--- src/rtl/spi_pkg.sv ---
`default_nettype none
// ============================================================================
// spi_pkg : shared SPI register addresses, field layouts, FSM codes, resets
// Rev 1.0
// ============================================================================
package spi_pkg;

  localparam int unsigned ADDR_CR1 = 0;
  localparam int unsigned ADDR_CR2 = 1;
  localparam int unsigned ADDR_BR  = 2;
  localparam int unsigned ADDR_SR  = 3;
  localparam int unsigned ADDR_DR  = 5;

  // CR1 layout, MSB first; spi_core decodes the same structure
  typedef struct packed {
    logic spe;
    logic mstr;
    logic cpol;
    logic cpha;
    logic ssoe;
    logic lsbfe;
    logic modfen;
    logic spiswai;
  } cr1_t;

  localparam int unsigned CR2_SPIE    = 7;
  localparam int unsigned CR2_SPTIE   = 6;
  localparam int unsigned CR2_ERRIE   = 5;
  localparam int unsigned CR2_BIDIROE = 1;
  localparam int unsigned CR2_SPC0    = 0;

  localparam int unsigned BR_SPPR_LSB = 4;
  localparam int unsigned BR_SPR_LSB  = 0;

  localparam int unsigned SR_SPIF  = 7;
  localparam int unsigned SR_OVRF  = 6;
  localparam int unsigned SR_SPTEF = 5;
  localparam int unsigned SR_MODF  = 4;

  localparam logic [7:0] CR2_RST = 8'h00;
  localparam logic [7:0] BR_RST  = 8'h00;

  localparam logic [1:0] ST_IDLE   = 2'd0;
  localparam logic [1:0] ST_LAUNCH = 2'd1;
  localparam logic [1:0] ST_BUSY   = 2'd2;

endpackage
`default_nettype wire

--- src/rtl/spi_regs.sv ---
`default_nettype none
// ============================================================================
// spi_regs : SPI register file, TX/RX buffering and one-byte transfer sequencer
// Rev 1.0
// ============================================================================
module spi_regs
  import spi_pkg::*;
#(
  parameter int unsigned ADDR_W  = 3,
  parameter logic [7:0]  CR1_RST = 8'h04
) (
  input  logic              clk_in,
  input  logic              rstn_in,
  input  logic              sel_in,
  input  logic              wr_in,
  input  logic              rd_in,
  input  logic [ADDR_W-1:0] addr_in,
  input  logic [7:0]        wdata_in,
  output logic [7:0]        rdata_out,
  output logic [7:0]        spi_cr1_out,
  output logic              spie_out,
  output logic              sptie_out,
  output logic              errie_out,
  output logic              bidiroe_out,
  output logic              spc0_out,
  output logic [2:0]        sppr_out,
  output logic [2:0]        spr_out,
  output logic [7:0]        spi_dr_out,
  output logic              new_tx_out,
  input  logic              finished_in,
  input  logic [7:0]        shift_in,
  input  logic              mode_fault_in,
  output logic              irq_out
);

  localparam logic [ADDR_W-1:0] A_CR1 = ADDR_W'(ADDR_CR1);
  localparam logic [ADDR_W-1:0] A_CR2 = ADDR_W'(ADDR_CR2);
  localparam logic [ADDR_W-1:0] A_BR  = ADDR_W'(ADDR_BR);
  localparam logic [ADDR_W-1:0] A_SR  = ADDR_W'(ADDR_SR);
  localparam logic [ADDR_W-1:0] A_DR  = ADDR_W'(ADDR_DR);

  cr1_t       cr1_q, cr1_d, wcr1;
  logic [7:0] cr2_q, cr2_d, br_q, br_d;
  logic [7:0] tx_buf_q, tx_buf_d, rx_buf_q, rx_buf_d;
  logic [7:0] dr_q, dr_d, rdata_q, rdata_d, sr_val;
  logic       spif_q, spif_d, ovrf_q, ovrf_d, sptef_q, sptef_d, modf_q, modf_d;
  logic       pending_q, pending_d, new_tx_q, new_tx_d, irq_q, irq_d, fin_q, fin_d;
  logic       arm_spif_q, arm_spif_d, arm_modf_q, arm_modf_d;
  logic [1:0] state_q, state_d;
  logic       wr, rd, busy, rise, fault, abort;

  assign wr    = sel_in & wr_in;
  assign rd    = sel_in & rd_in;
  assign busy  = (state_q != ST_IDLE);
  assign rise  = finished_in & ~fin_q & busy;
  assign fault = mode_fault_in & cr1_q.mstr;
  assign wcr1  = cr1_t'(wdata_in);
  // Dropping SPE, by write or by mode fault, cancels any queued or running byte
  assign abort = fault | (wr & (addr_in == A_CR1) & ~wcr1.spe);

  always_comb begin
    sr_val           = 8'h00;
    sr_val[SR_SPIF]  = spif_q;
    sr_val[SR_OVRF]  = ovrf_q;
    sr_val[SR_SPTEF] = sptef_q;
    sr_val[SR_MODF]  = modf_q;
  end

  always_comb begin
    cr1_d      = cr1_q;
    cr2_d      = cr2_q;
    br_d       = br_q;
    tx_buf_d   = tx_buf_q;
    rx_buf_d   = rx_buf_q;
    dr_d       = dr_q;
    rdata_d    = rdata_q;
    spif_d     = spif_q;
    ovrf_d     = ovrf_q;
    sptef_d    = sptef_q;
    modf_d     = modf_q;
    pending_d  = pending_q;
    new_tx_d   = 1'b0;
    fin_d      = finished_in;
    arm_spif_d = arm_spif_q;
    arm_modf_d = arm_modf_q;
    state_d    = state_q;
    irq_d      = (cr2_q[CR2_SPIE] & spif_q) | (cr2_q[CR2_SPTIE] & sptef_q) |
                 (cr2_q[CR2_ERRIE] & (modf_q | ovrf_q));

    if (rd) begin
      case (addr_in)
        A_CR1:   rdata_d = cr1_q;
        A_CR2:   rdata_d = cr2_q;
        A_BR:    rdata_d = br_q;
        A_SR:    rdata_d = sr_val;
        A_DR:    rdata_d = rx_buf_q;
        default: rdata_d = 8'h00;
      endcase
    end

    if (wr) begin
      case (addr_in)
        A_CR1: begin
          cr1_d = wcr1;
          if (arm_modf_q) modf_d = 1'b0;
        end
        A_CR2:   cr2_d = wdata_in;
        A_BR:    br_d  = wdata_in;
        A_DR: begin
          if (sptef_q) begin
            tx_buf_d  = wdata_in;
            pending_d = 1'b1;
            sptef_d   = 1'b0;
          end
        end
        default: ;
      endcase
    end

    if (rd && (addr_in == A_DR) && arm_spif_q) begin
      spif_d = 1'b0;
      ovrf_d = 1'b0;
    end

    // An SR read arms each clear sequence; any other access disarms it
    if (rd && (addr_in == A_SR)) begin
      arm_spif_d = spif_q;
      arm_modf_d = modf_q;
    end else if (rd || wr) begin
      arm_spif_d = 1'b0;
      arm_modf_d = 1'b0;
    end

    case (state_q)
      ST_IDLE: begin
        if (pending_q && cr1_q.spe) begin
          new_tx_d  = 1'b1;
          dr_d      = tx_buf_q;
          pending_d = 1'b0;
          sptef_d   = 1'b1;
          state_d   = ST_LAUNCH;
        end
      end
      ST_LAUNCH: state_d = ST_BUSY;
      ST_BUSY:   state_d = ST_BUSY;
      default:   state_d = ST_IDLE;
    endcase

    if (rise) begin
      state_d = ST_IDLE;
      spif_d  = 1'b1;
      if (spif_q) ovrf_d   = 1'b1;
      else        rx_buf_d = shift_in;
    end

    if (fault) begin
      modf_d     = 1'b1;
      cr1_d.mstr = 1'b0;
      cr1_d.spe  = 1'b0;
    end

    if (abort) begin
      pending_d = 1'b0;
      sptef_d   = 1'b1;
      new_tx_d  = 1'b0;
      state_d   = ST_IDLE;
    end
  end

  always_ff @(posedge clk_in or negedge rstn_in) begin
    if (!rstn_in) begin
      cr1_q      <= cr1_t'(CR1_RST);
      cr2_q      <= CR2_RST;
      br_q       <= BR_RST;
      tx_buf_q   <= 8'h00;
      rx_buf_q   <= 8'h00;
      dr_q       <= 8'h00;
      rdata_q    <= 8'h00;
      spif_q     <= 1'b0;
      ovrf_q     <= 1'b0;
      sptef_q    <= 1'b1;
      modf_q     <= 1'b0;
      pending_q  <= 1'b0;
      new_tx_q   <= 1'b0;
      irq_q      <= 1'b0;
      fin_q      <= 1'b1;
      arm_spif_q <= 1'b0;
      arm_modf_q <= 1'b0;
      state_q    <= ST_IDLE;
    end else begin
      cr1_q      <= cr1_d;
      cr2_q      <= cr2_d;
      br_q       <= br_d;
      tx_buf_q   <= tx_buf_d;
      rx_buf_q   <= rx_buf_d;
      dr_q       <= dr_d;
      rdata_q    <= rdata_d;
      spif_q     <= spif_d;
      ovrf_q     <= ovrf_d;
      sptef_q    <= sptef_d;
      modf_q     <= modf_d;
      pending_q  <= pending_d;
      new_tx_q   <= new_tx_d;
      irq_q      <= irq_d;
      fin_q      <= fin_d;
      arm_spif_q <= arm_spif_d;
      arm_modf_q <= arm_modf_d;
      state_q    <= state_d;
    end
  end

  assign rdata_out   = rdata_q;
  assign spi_cr1_out = cr1_q;
  assign spie_out    = cr2_q[CR2_SPIE];
  assign sptie_out   = cr2_q[CR2_SPTIE];
  assign errie_out   = cr2_q[CR2_ERRIE];
  assign bidiroe_out = cr2_q[CR2_BIDIROE];
  assign spc0_out    = cr2_q[CR2_SPC0];
  assign sppr_out    = br_q[BR_SPPR_LSB +: 3];
  assign spr_out     = br_q[BR_SPR_LSB +: 3];
  assign spi_dr_out  = dr_q;
  assign new_tx_out  = new_tx_q;
  assign irq_out     = irq_q;

endmodule
`default_nettype wire
--- config.mk ---
export PLATFORM = sky130hd
export DESIGN_NAME = spi_regs
export DESIGN_NICKNAME = d
export VERILOG_FILES = /design/src/rtl/spi_pkg.sv /design/src/rtl/spi_regs.sv
export SDC_FILE = /design/constraint.sdc
export NUM_CORES = 1
export LEC_CHECK = 0
export ABC_AREA = 1
export ABC_CLOCK_PERIOD_IN_PS = 3630
export BUFFER_PORTS_ARGS = -buffer_cell sky130_fd_sc_hd__buf_2
export CAP_MARGIN = 25
export CORE_ASPECT_RATIO = 0.8
export CORE_UTILIZATION = 30
export DETAILED_ROUTE_END_ITERATION = 8
export HOLD_SLACK_MARGIN = 0.05
export PLACE_DENSITY_LB_ADDON = 0.15
export RECOVER_POWER = 50
export SYNTH_ARGS = -nofsm -noshare
export SYNTH_HDL_FRONTEND = slang
export SYNTH_SLANG_ARGS = --single-unit
--- constraint.sdc ---
create_clock -name clk_in -period 3.63 [get_ports clk_in]
set_input_delay 1.089 -clock clk_in [delete_from_list [all_inputs] [get_ports clk_in]]
set_output_delay 1.089 -clock clk_in [all_outputs]
set_load 0.01 [all_outputs]
* After elaboration in Yosys (flattened, before gate mapping)
Index checks and enable logic that the tools add are counted.
** Cells by class
- Bitwise logic cells :: 17
- Equality and inequality tests :: 7
- Muxes and demuxes :: 34
- Reductions and logical operators :: 22
** Operators by type and width (count)
- $pmux W8 S5 :: 1
- $mux W1 :: 26
- $mux W8 :: 2
- $reduce_and A2 Y1 :: 6
- $reduce_bool A2 Y1 :: 6
- $and A1 B1 Y1 :: 10
- $mux W2 :: 4
- $eq A3 B2 Y1 const B :: 2
- $reduce_and A3 Y1 :: 2
- $logic_and A1 B1 Y1 :: 4
- $ne A4 B4 Y1 const B :: 1
- $or A1 B1 Y1 :: 4
- $pmux W2 S2 :: 1
- $eq A3 B1 Y1 const B :: 1
- $eq A3 B3 Y1 const B :: 1
- $logic_not A3 Y1 :: 1
- $not A1 Y1 :: 3
- $eq A2 B1 Y1 const B :: 1
- $eq A2 B2 Y1 const B :: 1
- $logic_not A2 Y1 :: 1
- $reduce_or A2 Y1 :: 1
- $logic_or A1 B1 Y1 :: 1
** Storage, ports and cells
- Output and inout bits :: 37
- Register bits :: 68
- Logic and storage cells :: 105

* Depth between registers and ports, before layout
- Depth in word-level cells :: 6
- Gate-level depth with buffers :: 8
- Gate-level depth less buffers :: 8

* Worst setup path after synthesis
Ideal clock, no wire load.
- Path type :: input -> register
- Start point :: input port sel_in
- End point :: register tx_buf_q[0]
- Cell stages on the path :: 6
- Setup slack :: 1700 ps
- Path buffers :: 1
- Arrival :: 1804 ps
- Required time :: 3504 ps
- Cell sequence :: nand2_1 > inv_1 > nand2_1 > nor2_8 > buf_8 > o21ai_0
** Between the ends
- Cells in the longest elaborated chain, start to end :: 2
** Ends and longest elaborated chain
- start: declaration :: line spi_regs.sv:14 : input logic sel_in,
- $and A1 B1 Y1 :: line spi_regs.sv:52 : assign wr = sel_in & wr_in;
- $reduce_and A3 Y1 (no source line)
- end signal: assignment :: line spi_regs.sv:194 : tx_buf_q <= tx_buf_d;
- end: declaration :: line spi_regs.sv:44 : logic [7:0] tx_buf_q, tx_buf_d, rx_buf_q, rx_buf_d;
Every way passes these cells.
A chain may end at the register's enable or synchronous reset.

* Worst setup path after layout
- Start point :: input port addr_in[2]
- End point :: register rdata_q[7] (netlist: rdata_out[7])
** Between the ends
- Cells in the longest elaborated chain, start to end :: 2
** Ends and longest elaborated chain
- start: declaration :: line spi_regs.sv:17 : input logic [ADDR_W-1:0] addr_in,
- $eq A3 B3 Y1 (tied with other cells) :: line spi_regs.sv:91 : case (addr_in)
- $pmux W8 S5 * :: line spi_regs.sv:91
- end signal: assignment :: line spi_regs.sv:197 : rdata_q <= rdata_d;
- end: declaration :: line spi_regs.sv:45 : logic [7:0] dr_q, dr_d, rdata_q, rdata_d, sr_val;
Mark *: on every way between the ends. The rest lies on a longest branch, timed or not.

==> impl_results.rst <==
.. list-table::
   :header-rows: 1

   * - Metric
     - Value
   * - Outcome
     - complete, but fails checks
   * - Violations in the final reports
     - capacitance limit, slew limit
   * - Clock tree from TritonCTS
     - done
   * - Area growth from synthesis to layout
     - 21.6%
   * - Starting Density
     - 0.312
   * - Number of buffers inserted during clock tree synthesis
     - 9
   * - Mean cell area of the mapped netlist
     - 8.90 um2
   * - Most frequent cells in the layout
     - nand2_1 (88), dfrtp_1 (65), buf_2 (58)
   * - Simple-gate portion of the synthesized area
     - 0.234
   * - Crit path cell chain
     - clkbuf_1, inv_1, nand4_1, nand3_1, o21ai_0, nand2_1
   * - Via total after detailed routing
     - 2454
   * - DRT antenna net count
     - 0
   * - Peak clock frequency supported by timing
     - 431 MHz
   * - Proportion of synthesized area in mux cells
     - 0
   * - Buffer count from post-CTS setup fixing
     - 0
   * - Non-filler cells, final
     - 538
   * - Most common library cell in the layout ignoring fill and taps
     - nand2_1
   * - Number of warnings printed during yosys synthesis
     - 0
   * - Slew Limit Fails
     - 69
   * - Remaining routing DRC violations
     - 0
   * - Hold_buf cts
     - 0
   * - Number of library cell types mapped by synthesis
     - 27
   * - CP Data Arrival Time
     - 2.52 ns
   * - Cell leakage power
     - 1.93 nW
   * - Leftover overflow at the end of global routing
     - 0
   * - Max incr delay on CP
     - 0.58 ns
   * - Unrepaired setup endpoints after global routing
     - no
   * - Sink Count
     - 68
   * - Worst hold path depth
     - 2
   * - Largest area contributor in the netlist
     - dfrtp_1
   * - FF-to-FF End
     - spi_dr_out[4]$_DFFE_PN0N_
   * - R2r setup slk
     - 2.02 ns
   * - Rel. slew slack
     - -0.130
   * - Xor/xnor cell area share of the yosys netlist
     - 0
   * - # port buffers
     - 62
   * - Starting DRT DRC Count
     - 135
   * - Average wire length per cell after detail routing
     - 14.0 um
   * - Sequential fraction of design power
     - 0.448
   * - Path category of the worst min-delay check
     - reg2reg
   * - Setup Crit Path Kind
     - in2reg
   * - Combinational share of power
     - 0.200
   * - Half-perimeter wire length of the detailed placement result
     - 5540 um
   * - Fin crit share
     - 0.639
   * - Number of filler cells placed in the layout
     - 1050
   * - Largest net degree at the start of global routing
     - 69
   * - Dominant cells by area after synthesis
     - dfrtp_1 (53%), nand2_1 (11%), o21ai_0 (6.4%), nand3_1 (5.3%), inv_1 (4.7%)
   * - Post-synthesis instance area
     - 3040 um2
   * - Mapped Nets
     - 369
   * - Placed cell count
     - 523
   * - Post-route clock skew
     - 0.00604 ns
   * - Global-route total usage across every layer
     - 0.157
   * - Main combinational cell family by area after synthesis
     - simple AND/OR/NAND/NOR gates
   * - Worst Path Buf+Inv
     - 2
   * - Layout cells sized above 1
     - 0.224
   * - Worst vdd rail ir drop
     - 0.390 mV
   * - DRT Pass-1 Iters
     - 5
   * - Core outline area
     - 9770 um2
   * - Worst Reg2Reg Path Length in Cells
     - 4
   * - Clock root cell
     - clkbuf_16
   * - Register bit total from synthesis
     - 68
   * - Die area
     - 10600 um2
   * - Global placement routability congestion
     - 0.777
   * - # IOs
     - 63
   * - Seq/Total Area, Yosys
     - 0.560
   * - Via count of the first global-routing pass
     - 2317
   * - Shortest clock period the worst path allows after layout
     - 2.32 ns
   * - Net total in the final layout
     - 425
   * - Cell internal power dissipation
     - 1.74 mW
   * - Top-area cell type share of the netlist area
     - 0.534
   * - Launch instance of the worst register-to-register path
     - state_q[1]$_DFFE_PN0P_
   * - Placement Setup Slack
     - 1.20 ns
   * - Worst min-delay path startpoint
     - rdata_out[6]$_DFFE_PN0N_
   * - Hold violation count in the final report
     - 0
   * - Clock transition time at the flip-flop clock pins of the worst setup and hold paths
     - 0.05 ns
   * - Transition at the pin with the smallest max-transition slack
     - 1.69 ns
   * - Count of antenna diodes in the layout
     - 0
   * - Sw Ratio
     - 0.300
   * - Share of power burned in the clock network
     - 0.352
   * - Maxcap violations
     - 1
   * - Wire length of the first global-routing pass
     - 12300 um
   * - Worst Setup End Kind
     - register
   * - Total power density per cell area
     - 670 nW/um2
   * - Routed vias/inst
     - 4.56
   * - Worst setup slack after layout
     - 1.31 ns
   * - Horizontal die dimension
     - 115 um
   * - Hold path endpoint
     - rdata_out[6]$_DFFE_PN0N_
   * - Buffer depth of the longest clock path
     - 2
   * - Y dimension of the die
     - 92.1 um
   * - H-Tree Depth
     - 3
   * - Master of the slowest instance on the critical path
     - clkbuf_1
   * - Setup TNS
     - 0 ns
   * - Net Sw Power
     - 0.744 mW
   * - CP startpoint kind
     - input port
   * - Post-synthesis cell count
     - 342
   * - Placement Rows
     - 32
   * - Detailed-route wire length
     - 7510 um
   * - Post-cts resize count
     - 0
   * - Total of endpoints with negative setup slack in the final report
     - 0
   * - Post-synthesis adder-cell area fraction
     - 0.00411
   * - Worst-skew pair later-pin latency
     - 0.33 ns
   * - Required @ worst endpoint
     - 3.83 ns
   * - CP delay by family, top
     - buffers and inverters
   * - Number of antenna violations at the first check in global routing
     - 0
   * - Compound-Gate Fraction of Synth Area
     - 0.111
   * - Max FO, Critical Path
     - 12
[tightest hold or removal path: stages, from the launching register on]
cell	delay, ns
dfrtp_1	0.33
nand2_1	0.05
nand2_1	0.05
[state kept, by name, indices dropped and copies added, names as in the netlist]
| register | cells |
|---|---|
| arm_modf_q | 1 |
| irq_out | 1 |
| spif_q | 1 |
| br_q | 8 |
| tx_buf_q | 8 |
| rdata_out | 8 |
| new_tx_out | 1 |
| cr2_q | 8 |
| fin_q | 1 |
| modf_q | 1 |
| ovrf_q | 1 |
| rx_buf_q | 8 |
| spi_cr1_out | 8 |
| pending_q | 1 |
| sptef_q | 1 |
| spi_dr_out | 8 |
| state_q | 2 |
| arm_spif_q | 1 |
[synth_stat cells (all sizes together)]
library cell,number
a21oi,3
a31oi,1
buf,15
clkbuf,3
dfrtp,65
dfstp,3
ha,1
inv,40
nand2,93
nand3,34
nand4,11
nor2,12
nor3,1
o21a,1
o21ai,55
o22ai,4
[how the worst max path moves through the flow]
stage	startpoint	to	slack, ns	cells after the start
finish	addr_in[2]	rdata_out[7]$_DFFE_PN0N_	1.31	6
global route	rstn_in	br_q[2]$_DFFE_PN0P_	0.92	2
CTS	spi_cr1_out[2]$_DFFE_PN1P_	spi_cr1_out[2]	1.49	1
detailed placement	addr_in[2]	state_q[0]$_DFFE_PN0P_	1.20	5
global placement	addr_in[2]	state_q[0]$_DFFE_PN0P_	1.25	5
floorplan	sel_in	tx_buf_q[0]$_DFFE_PN0P_	1.70	6
[stage by stage]
| stage | instance area [um2] | utilization | total power, mW | hold WS (ns) |
|---|---|---|---|---|
| after floorplan | 3040 | - | 1.41 | 0.453 |
| after global placement | 3410 | 0.349 | 1.62 | 0.458 |
| after detailed placement | 3410 | 0.349 | 1.63 | 0.463 |
| after CTS | 3710 | 0.380 | 2.52 | 0.477 |
| after global routing | 3700 | 0.379 | 2.64 | 0.492 |
| final | 3700 | 0.379 | 2.48 | 0.472 |
[power by group through the flow]
| stage | Clock, mW | Combinational [mW] | Sequential (mW) |
|---|---|---|---|
| after floorplan | 0 | 0.284 | 1.12 |
| after global placement | 0 | 0.499 | 1.13 |
| after detailed placement | 0 | 0.508 | 1.12 |
| after CTS | 0.895 | 0.511 | 1.11 |
| after global routing | 0.924 | 0.578 | 1.14 |
| final | 0.872 | 0.496 | 1.11 |
[layout make-up]
class / instances / area (um2) / share of cell area
flip-flops and latches: 68 / 1710 / 0.461
inverters: 40 / 150 / 0.0406
repair buffers: 63 / 310 / 0.0838
clock buffers: 12 / 256 / 0.0693
well taps: 136 / 170 / 0.0460
multi-input cells: 216 / 1060 / 0.287
clock inverters: 3 / 46.3 / 0.0125
[per-layer routing]
metal | global-route usage | wire length [um] | up-vias
li1 | - | - | 1230
met1 | 0.224 | 3790 | 1135
met2 | 0.221 | 3150 | 80
met3 | 0.0516 | 469 | 9
met4 | 0.0487 | 102 | 0
met5 | 0 | 0 | -
[kinds of logic (layout without fill, tap and decap cells)]
group,after synthesis,count (layout)
buffers and inverters,58,118
flip-flops,68,68
adder cells (fa/ha/maj),1,1
AO/OA/AOI/OAI,64,64
AND/OR/NAND/NOR,151,151
(Power assumes the default switching activity.)
